$ cat config.mk
export PLATFORM = sky130hd
export DESIGN_NAME = hazard_unit_ooo_mdu
export DESIGN_NICKNAME = d
export VERILOG_FILES = /design/src/rtl/hazard_unit_ooo_mdu_pkg.sv /design/src/rtl/hazard_unit_ooo_mdu_hilo_tracker.sv /design/src/rtl/hazard_unit_ooo_mdu.sv
export SDC_FILE = /design/constraint.sdc
export NUM_CORES = 1
export LEC_CHECK = 0
export CORE_MARGIN = 5
export CORE_UTILIZATION = 41
export CTS_CLUSTER_DIAMETER = 40
export CTS_CLUSTER_SIZE = 40
export DETAILED_ROUTE_END_ITERATION = 10
export HOLD_SLACK_MARGIN = 0.05
export PLACE_DENSITY = 0.82
export RECOVER_POWER = 100
export SETUP_SLACK_MARGIN = 0.2
export SLEW_MARGIN = 15
export SYNTH_ARGS = -nofsm -noshare
export SYNTH_HDL_FRONTEND = slang
export SYNTH_SLANG_ARGS = --single-unit
$ cat constraint.sdc
create_clock -name clk -period 2.5 [get_ports clk]
set_input_delay 0.5 -clock clk [delete_from_list [all_inputs] [get_ports clk]]
set_output_delay 0.5 -clock clk [all_outputs]
set_load 0.02 [all_outputs]
$ cat src/rtl/hazard_unit_ooo_mdu_pkg.sv
// hazard_pkg: shared types and constants for the hazard controller slice.
//   mdu_state_t : HI/LO scoreboard FSM states
//   ST_F..ST_W  : bit positions of each pipeline stage in stall/flush vectors
//   REGW_DEF    : default register-index width
package hazard_pkg;

  typedef enum logic [1:0] {
    IDLE = 2'd0,
    MUL  = 2'd1,
    DIV  = 2'd2
  } mdu_state_t;

  localparam int unsigned ST_F = 0;
  localparam int unsigned ST_D = 1;
  localparam int unsigned ST_E = 2;
  localparam int unsigned ST_M = 3;
  localparam int unsigned ST_W = 4;

  localparam int unsigned REGW_DEF = 5;

endpackage

$ cat src/rtl/hazard_unit_ooo_mdu_hilo_tracker.sv
// hilo_tracker: background MDU scoreboard. Tracks whether a HI/LO result is
// still pending and pulses mdu_commit in the cycle the MDU writes HI/LO.
//   clk, rst     : clock, synchronous active-high reset
//   mdustartE    : mult/div instruction in E
//   isdivE       : the E-stage MDU op is a divide
//   excM         : exception in M; blocks a new issue in the same cycle
//   divdone      : divider result-valid pulse (only honoured in DIV)
//   mdu_busy     : HI/LO result pending
//   mdu_commit   : one-cycle HI/LO write pulse
module hilo_tracker
  import hazard_pkg::*;
#(
  parameter int unsigned MUL_LAT = 3
) (
  input  logic clk,
  input  logic rst,
  input  logic mdustartE,
  input  logic isdivE,
  input  logic excM,
  input  logic divdone,
  output logic mdu_busy,
  output logic mdu_commit
);

  localparam int unsigned CW = (MUL_LAT > 1) ? $clog2(MUL_LAT) : 1;

  mdu_state_t    state, stateNext;
  logic [CW-1:0] cnt, cntNext;
  logic          issue;

  assign issue = mdustartE & ~excM & (state == IDLE);

  always_ff @(posedge clk) begin
    if (rst) begin
      state <= IDLE;
      cnt   <= '0;
    end else begin
      state <= stateNext;
      cnt   <= cntNext;
    end
  end

  always_comb begin
    stateNext = state;
    cntNext   = cnt;
    case (state)
      IDLE: begin
        if (issue) begin
          if (isdivE) begin
            stateNext = DIV;
          end else begin
            stateNext = MUL;
            cntNext   = CW'(MUL_LAT - 1);
          end
        end
      end
      MUL: begin
        if (cnt == '0) stateNext = IDLE;
        else           cntNext   = cnt - CW'(1);
      end
      DIV: begin
        if (divdone) stateNext = IDLE;
      end
      default: stateNext = IDLE;
    endcase
  end

  // Commit is masked during reset so a busy op aborted by rst never writes HI/LO.
  always_comb begin
    mdu_busy   = (state != IDLE);
    mdu_commit = 1'b0;
    if (!rst) begin
      case (state)
        MUL:     mdu_commit = (cnt == '0);
        DIV:     mdu_commit = divdone;
        default: mdu_commit = 1'b0;
      endcase
    end
  end

endmodule

$ cat src/rtl/hazard_unit_ooo_mdu.sv
// hazard_unit_ooo_mdu: stall/flush controller for the 5-stage MIPS pipeline
// with a background MDU. Only HI/LO users wait on the MDU; exceptions in M
// flush D/E/M and override any D stall; a sticky watchdog flags long stalls.
//   D inputs : rsD, rtD, rdD, branchD, hilotoregD, hiwriteD, lowriteD, mdustartD
//   E inputs : rtE, writeregE, regwriteE, memtoregE, mdustartE, isdivE
//   M inputs : writeregM, regwriteM, memtoregM, excM; divdone from divider
//   Outputs  : stallF..stallW, flushF..flushW, mdu_busy, mdu_commit, hazard_err
// Optional build macro HAZARD_PERF_EN adds saturating stall-cause counters
// perf_lw, perf_branch, perf_hilo (PERF_W bits each).
module hazard_unit_ooo_mdu
  import hazard_pkg::*;
#(
  parameter int unsigned REGW       = REGW_DEF,
  parameter int unsigned MUL_LAT    = 3,
  parameter int unsigned WDOG_LIMIT = 64,
  parameter int unsigned PERF_W     = 32
) (
  input  logic            clk,
  input  logic            rst,
  input  logic [REGW-1:0] rsD,
  input  logic [REGW-1:0] rtD,
  input  logic [REGW-1:0] rdD,
  input  logic            branchD,
  input  logic            hilotoregD,
  input  logic            hiwriteD,
  input  logic            lowriteD,
  input  logic            mdustartD,
  input  logic [REGW-1:0] rtE,
  input  logic [REGW-1:0] writeregE,
  input  logic            regwriteE,
  input  logic            memtoregE,
  input  logic            mdustartE,
  input  logic            isdivE,
  input  logic [REGW-1:0] writeregM,
  input  logic            regwriteM,
  input  logic            memtoregM,
  input  logic            excM,
  input  logic            divdone,
  output logic            stallF,
  output logic            stallD,
  output logic            stallE,
  output logic            stallM,
  output logic            stallW,
  output logic            flushF,
  output logic            flushD,
  output logic            flushE,
  output logic            flushM,
  output logic            flushW,
  output logic            mdu_busy,
  output logic            mdu_commit,
`ifdef HAZARD_PERF_EN
  output logic [PERF_W-1:0] perf_lw,
  output logic [PERF_W-1:0] perf_branch,
  output logic [PERF_W-1:0] perf_hilo,
`endif
  output logic            hazard_err
);

  localparam int unsigned WW = $clog2(WDOG_LIMIT);
  localparam logic [WW-1:0] WDOG_LAST = WW'(WDOG_LIMIT - 1);

  logic lwstall, branchstall, mfhistall, hilostall, stallAny;
  logic [4:0] stallV, flushV;
  logic [WW-1:0] wcnt;
  logic errReg, wdogHit;

  hilo_tracker #(.MUL_LAT(MUL_LAT)) uTracker (
    .clk        (clk),
    .rst        (rst),
    .mdustartE  (mdustartE),
    .isdivE     (isdivE),
    .excM       (excM),
    .divdone    (divdone),
    .mdu_busy   (mdu_busy),
    .mdu_commit (mdu_commit)
  );

  always_comb begin
    lwstall     = memtoregE & (rtE != '0) & ((rtE == rsD) | (rtE == rtD));
    branchstall = branchD &
                  ((regwriteE & (writeregE != '0) & ((writeregE == rsD) | (writeregE == rtD))) |
                   (memtoregM & (writeregM != '0) & ((writeregM == rsD) | (writeregM == rtD))));
    mfhistall   = hilotoregD & (rdD != '0) &
                  ((regwriteE & (writeregE == rdD)) | (regwriteM & (writeregM == rdD)));
    hilostall   = (hilotoregD | hiwriteD | lowriteD | mdustartD) & (mdu_busy | mdustartE);
    stallAny    = ~excM & (lwstall | branchstall | mfhistall | hilostall);
  end

  always_comb begin
    stallV       = '0;
    flushV       = '0;
    stallV[ST_D] = stallAny;
    stallV[ST_F] = stallAny;
    flushV[ST_D] = excM;
    flushV[ST_E] = stallAny | excM;
    flushV[ST_M] = excM;
  end

  assign stallF = stallV[ST_F];
  assign stallD = stallV[ST_D];
  assign stallE = stallV[ST_E];
  assign stallM = stallV[ST_M];
  assign stallW = stallV[ST_W];
  assign flushF = flushV[ST_F];
  assign flushD = flushV[ST_D];
  assign flushE = flushV[ST_E];
  assign flushM = flushV[ST_M];
  assign flushW = flushV[ST_W];

  // The limit-th consecutive stall cycle raises hazard_err immediately;
  // errReg keeps it asserted afterwards.
  assign wdogHit    = stallD & (wcnt == WDOG_LAST);
  assign hazard_err = errReg | wdogHit;

  always_ff @(posedge clk) begin
    if (rst) begin
      wcnt   <= '0;
      errReg <= 1'b0;
    end else if (stallD) begin
      if (wcnt != WDOG_LAST) wcnt <= wcnt + WW'(1);
      if (wdogHit) errReg <= 1'b1;
    end else begin
      wcnt <= '0;
    end
  end

`ifdef HAZARD_PERF_EN
  always_ff @(posedge clk) begin
    if (rst) begin
      perf_lw     <= '0;
      perf_branch <= '0;
      perf_hilo   <= '0;
    end else begin
      if (~excM & lwstall & (perf_lw != '1))         perf_lw     <= perf_lw + PERF_W'(1);
      if (~excM & branchstall & (perf_branch != '1)) perf_branch <= perf_branch + PERF_W'(1);
      if (~excM & hilostall & (perf_hilo != '1))     perf_hilo   <= perf_hilo + PERF_W'(1);
    end
  end
`endif

endmodule

# Word level (Yosys, flattened, before mapping)
# Cells that the tools add are included.
[word_totals]
ff_bits = 11
input_bits = 45
output_inout_bits = 13
elab_cells = 78
[classes]
n_addsub = 2
n_eq_ne = 17
muxes = 11
bitwise_logic = 32
reduce_logical = 12
[ops]
columns = ["op", "count"]
rows = [
  ["$eq A5 B5 Y1", 8],
  ["$reduce_bool A5 Y1", 4],
  ["$and A1 B1 Y1", 16],
  ["$mux W2", 7],
  ["$or A1 B1 Y1", 14],
  ["$add A6 B1 Y6 const B", 1],
  ["$eq A6 B6 Y1 const B", 1],
  ["$ne A2 B2 Y1 const B", 3],
  ["$ne A6 B6 Y1 const B", 1],
  ["$pmux W2 S3", 1],
  ["$logic_not A2 Y1", 2],
  ["$ne A2 B1 Y1 const B", 2],
  ["$pmux W2 S2", 1],
  ["$reduce_and A4 Y1", 1],
  ["$reduce_bool A2 Y1", 2],
  ["$reduce_and A3 Y1", 1],
  ["$eq A2 B1 Y1 const B", 1],
  ["$eq A2 B2 Y1 const B", 1],
  ["$not A1 Y1", 2],
  ["$pmux W1 S2", 1],
  ["$reduce_and A2 Y1", 1],
  ["$reduce_or A2 Y1", 1],
  ["$sub A2 B1 Y2 const B", 1],
  ["$mux W1", 1],
]

# Logic depth before layout (Yosys ltp)
[logic_depth]
word_depth = 11
mapped_depth = 8
depth_no_buf = 7

# By module
# From an unflattened synthesis, not the netlist that was laid out.
[unflattened]
hier_cells = 151
area_unflattened_um2 = 1280.0
[by_module_without_submodules]
columns = ["mod", "n_inst", "cells_each", "area_per_inst_um2", "seq_area_each_um2"]
rows = [
  ["hazard_unit_ooo_mdu", 1, 117, 967.2, 140.1],
  ["hilo_tracker", 1, 34, 312.8, 80.1],
]

# Worst setup path before layout
# No wires, ideal clock.
[synth_path]
kind = "input port to output port"
start = "input rdD[1]"
end = "output stallF"
arrival_time_ps = 1867
required_ps = 2000
path_slack_ps = 133
path_stages = 6
n_path_buf = 1
path_cell_list = "or4_1 -> o21ai_0 -> o22ai_2 -> nor2_2 -> nor2_1 -> buf_4"
[synth_between]
elab_chain_cells = 7
word_cells_on_any_way = 11
cone_classes = "2 x eq/ne; 8 x bitwise; 1 x reduce/logical"
[synth_lines]
columns = ["item", "line", "source"]
rows = [
  ["start: declaration", "hazard_unit_ooo_mdu.sv:22", "input logic [REGW-1:0] rdD,"],
  ["$eq A5 B5 Y1", "hazard_unit_ooo_mdu.sv:84", "((regwriteE & (writeregE == rdD)) | (regwriteM & (writeregM == rdD)));"],
  ["$and A1 B1 Y1", "hazard_unit_ooo_mdu.sv:84", ""],
  ["$or A1 B1 Y1", "hazard_unit_ooo_mdu.sv:84", ""],
  ["$and A1 B1 Y1 *", "hazard_unit_ooo_mdu.sv:83", "mfhistall = hilotoregD & (rdD != '0) &"],
  ["$or A1 B1 Y1 * (2 in series)", "hazard_unit_ooo_mdu.sv:86", "stallAny = ~excM & (lwstall | branchstall | mfhistall | hilostall);"],
  ["$and A1 B1 Y1 *", "hazard_unit_ooo_mdu.sv:86", ""],
  ["end: declaration", "hazard_unit_ooo_mdu.sv:39", "output logic stallF,"],
]
# Mark *: on every way between the ends. The rest lies on a longest branch, timed or not.

# Final worst setup path
[layout_path]
start = "input writeregM[2]"
end = "output stallD"
[layout_between]
elab_chain_cells = 9
word_cells_on_any_way = 16
cone_classes = "3 x eq/ne; 12 x bitwise; 1 x reduce/logical"
[layout_lines]
columns = ["item", "line", "source"]
rows = [
  ["start: declaration", "hazard_unit_ooo_mdu.sv:34", "input logic [REGW-1:0] writeregM,"],
  ["$eq A5 B5 Y1 or $reduce_bool A5 Y1 (tied branches)", "hazard_unit_ooo_mdu.sv:82", "(memtoregM & (writeregM != '0) & ((writeregM == rsD) | (writeregM == rtD))));"],
  ["$or A1 B1 Y1 or $and A1 B1 Y1 (tied branches)", "hazard_unit_ooo_mdu.sv:82", ""],
  ["$and A1 B1 Y1", "hazard_unit_ooo_mdu.sv:82", ""],
  ["$or A1 B1 Y1", "hazard_unit_ooo_mdu.sv:81", "((regwriteE & (writeregE != '0) & ((writeregE == rsD) | (writeregE == rtD))) |"],
  ["$and A1 B1 Y1", "hazard_unit_ooo_mdu.sv:80", "branchstall = branchD &"],
  ["$or A1 B1 Y1", "hazard_unit_ooo_mdu.sv:86", ""],
  ["$or A1 B1 Y1 * (2 in series)", "hazard_unit_ooo_mdu.sv:86", ""],
  ["$and A1 B1 Y1 *", "hazard_unit_ooo_mdu.sv:86", ""],
  ["end: declaration", "hazard_unit_ooo_mdu.sv:40", "output logic stallD,"],
]
# Marked as above.

==> flow_metrics.env <==
export IMPL_drtIter0Drc=72
export IMPL_final_setup_tns_ns=-0.161
export IMPL_ant_nets=0
export IMPL_rsz0062_at_grt="yes"
export IMPL_critPathSlowestCell="nor4_1"
export IMPL_dp_hpwl_um=3390
export IMPL_worstPathRequired_ns=2.00
export IMPL_worstPathCellList="buf_6 > buf_4 > xor2_1 > nor4_1 > a32oi_1 > o22ai_2 > buf_4 > nor2_4 > nor2_4 > buf_6"
export IMPL_antenna_found_initial=0
export IMPL_rows=19
export IMPL_grt_max_degree=8
export IMPL_multi_input_area_um2=1010
export IMPL_fin_skew_ns=0.00419
export IMPL_holdWs_ns=0.460
export IMPL_start_kind="primary input"
export IMPL_dieArea_um2=4120
export IMPL_cts_buffers=3
export IMPL_critPathMaxStageDelay_ns=0.32
export IMPL_firstDrtPassIters=4
export IMPL_grt_pass1_vias=1497
export IMPL_cts_buffer_depth=2
export IMPL_status="complete, but fails checks"
export IMPL_gp_congestion=0.906
export IMPL_crit_type="in2out"
export IMPL_clockRootBuffer="clkbuf_4"
export IMPL_layout_commonest_cell="xor2_1"
export IMPL_crit_fanout=3
export IMPL_drv_cap=0
export IMPL_post_route_worst_setup_slack_ns=-0.0452
export IMPL_yosysSeqAreaShare_pct=18.3
export IMPL_grt_overflow=0
export IMPL_final_cell_mix="xor2_1, buf_4, nor2_1"
export IMPL_core_area_um2=2780
export IMPL_clkSinkCount=11
export IMPL_die_h_um=64.2
export IMPL_yosysUniqueCellTypes=34
export IMPL_start_util_pct=43.2
export IMPL_clk_pin_slew_worst_paths_ns=0.08
export IMPL_diodes=0
export IMPL_wl_um=4120
export IMPL_insertion_delay_ns=0.27
export IMPL_crit_family="buffers and inverters"
export IMPL_post_route_period_util_pct=102
export IMPL_p_per_area_nw_per_um2=342
export IMPL_htreeDepth=1
export IMPL_area_growth_pct=64.5
export IMPL_io_buffer_count=52
export IMPL_p_leak_nw=0.881
export IMPL_syn_area_um2=1200
export IMPL_layout_drive_gt1_share_pct=37.1
export IMPL_grt_usage_pct=19.6
export IMPL_vias_per_cell=5.43
export IMPL_cts_hold_buf=0
export IMPL_drc=0
export IMPL_maxSlewViolCount=0
export IMPL_hold_violations=0
export IMPL_synth_seq_cells=11
export IMPL_die_x_um=64.2
export IMPL_cts_tree="built"
export IMPL_finalSetupViolCount=4
export IMPL_ir_drop_mv=0.686
export IMPL_period_minus_slack_ns=2.55
export IMPL_cp_num_buf_inv=4
export IMPL_syn_area_per_cell_um2=7.96
export IMPL_violations="setup timing"
export IMPL_worstHoldPathType="reg2reg"
export IMPL_syn_inst=151
export IMPL_grt_pass1_wl_um=6600
export IMPL_endpoint_kind="output port"
export IMPL_vias=1413
export IMPL_nets=280
export IMPL_fmax_mhz=393
export IMPL_wl_per_cell_um=15.9
export IMPL_fill_cells=202
export IMPL_cp_arrival_ns=2.05
export IMPL_io_pins=58
export IMPL_place_inst=251
export IMPL_final_seq_area_um2=220
export IMPL_ys_warn_count=0
export IMPL_power_uw=676
export IMPL_layout_cells_non_filler=260
layer usage:
layer / part of all wire [%] / up-vias / GRT usage, %
li1: - / 665 / -
met5: 0 / - / 0
met1: 38 / 683 / 22.2
met3: 5.3 / 12 / 3.50
met4: 3.2 / 0 / 6.36
met2: 53 / 53 / 36.6
worst register-to-register path: stages (launching register included):
cell	delay (ns)
dfxtp_1	0.37
ha_1	0.21
and3_1	0.21
nand3_1	0.13
nor2_1	0.14
o21ai_2	0.08
buf_4	0.13
buf_4	0.12
buf_4	0.12
a21oi_1	0.12
state kept, by name, indices dropped and copies added, names as in the netlist:
signal          flops
uTracker.cnt        2
errReg              1
uTracker.state      2
wcnt                6
cells by family (layout without fill, tap and decap cells):
logic type	Yosys count	in the layout	share of synthesized area [%]
xor gates and xnor gates	43	43	31.3
DFF	11	11	18.3
and+or+nand+nor	45	45	19.6
buffers and inverters	19	93	8.43
other	1	5	0.312
muxes	2	2	1.66
adders and majority gates	5	5	5.20
AOI/OAI and AO/OA	25	25	15.2
synthesized netlist by cell type:
cell	instances	area (µm²)
a32oi_1	1	8.76
ha_1	5	62.6
buf_4	8	60.1
nand2b_1	1	6.26
nor2_1	13	48.8
dfxtp_1	11	220
or4_1	5	37.5
nor4_1	2	12.5
o211ai_1	3	22.5
and2_0	1	6.26
nand2_1	3	11.3
a31oi_1	2	12.5
nand4_1	1	6.26
o22ai_2	1	12.5
buf_1	1	3.75
or2_2	1	6.26
conb_1	1	3.75
mux2i_1	2	20.0
o221ai_2	1	15.0
nor2_2	1	6.26
inv_1	10	37.5
a211oi_1	3	22.5
and3_1	2	12.5
nor3_1	10	50.1
a21oi_1	2	10.0
nand3_1	2	10.0
nand3b_1	1	7.51
o21ai_0	6	30.0
a22oi_1	5	37.5
xnor2_1	5	43.8
nor3b_1	1	7.51
xor2_1	38	333
or3_1	1	6.26
o221a_2	1	11.3
report_power, final:
group          total [mW]  internal (mW)  switching, mW
Combinational       0.364          0.175          0.189
Clock               0.123         0.0592         0.0638
Sequential          0.190          0.185        0.00478
Total               0.676          0.419          0.257
timing repair:
action,4_1_cts,5_1_grt
setup endpoints to repair,5,5
gates resized for setup,117,40
setup buffers,3,2
pin swaps,24,24
area by class of cell:
cell class	instances	share of cell area, %
repair buffers	79	32.4
clock buffers	3	1.14
clock inverters	1	0.253
inverters	10	1.90
well taps	31	1.96
flip-flops and latches	11	11.1
multi-input cells	125	51.2
per-stage QoR:
| stage | area [µm²] | utilization [%] | setup slack, ns |
|---|---|---|---|
| 5_1_grt | 1980 | 71.1 | -0.145 |
| 4_1_cts | 1930 | 69.3 | -0.0110 |
| 2_1_floorplan | 1220 | - | 0.222 |
| 6_report | 1980 | 71.1 | -0.0452 |
| 3_5_place_dp | 1890 | 67.8 | -0.835 |
| 3_3_place_gp | 1890 | 67.8 | -0.731 |
worst paths after layout:
kind | start | to | slack (ns) | depth (start not counted)
setup / recovery | writeregM[2] | stallD | -0.05 | 10
hold / removal | errReg | errReg | 0.46 | 2
setup reg to reg | wcnt[0] | errReg | 0.82 | 9
hold reg to reg | errReg | errReg | 0.46 | 2
Power figures use the tool's default switching activity.
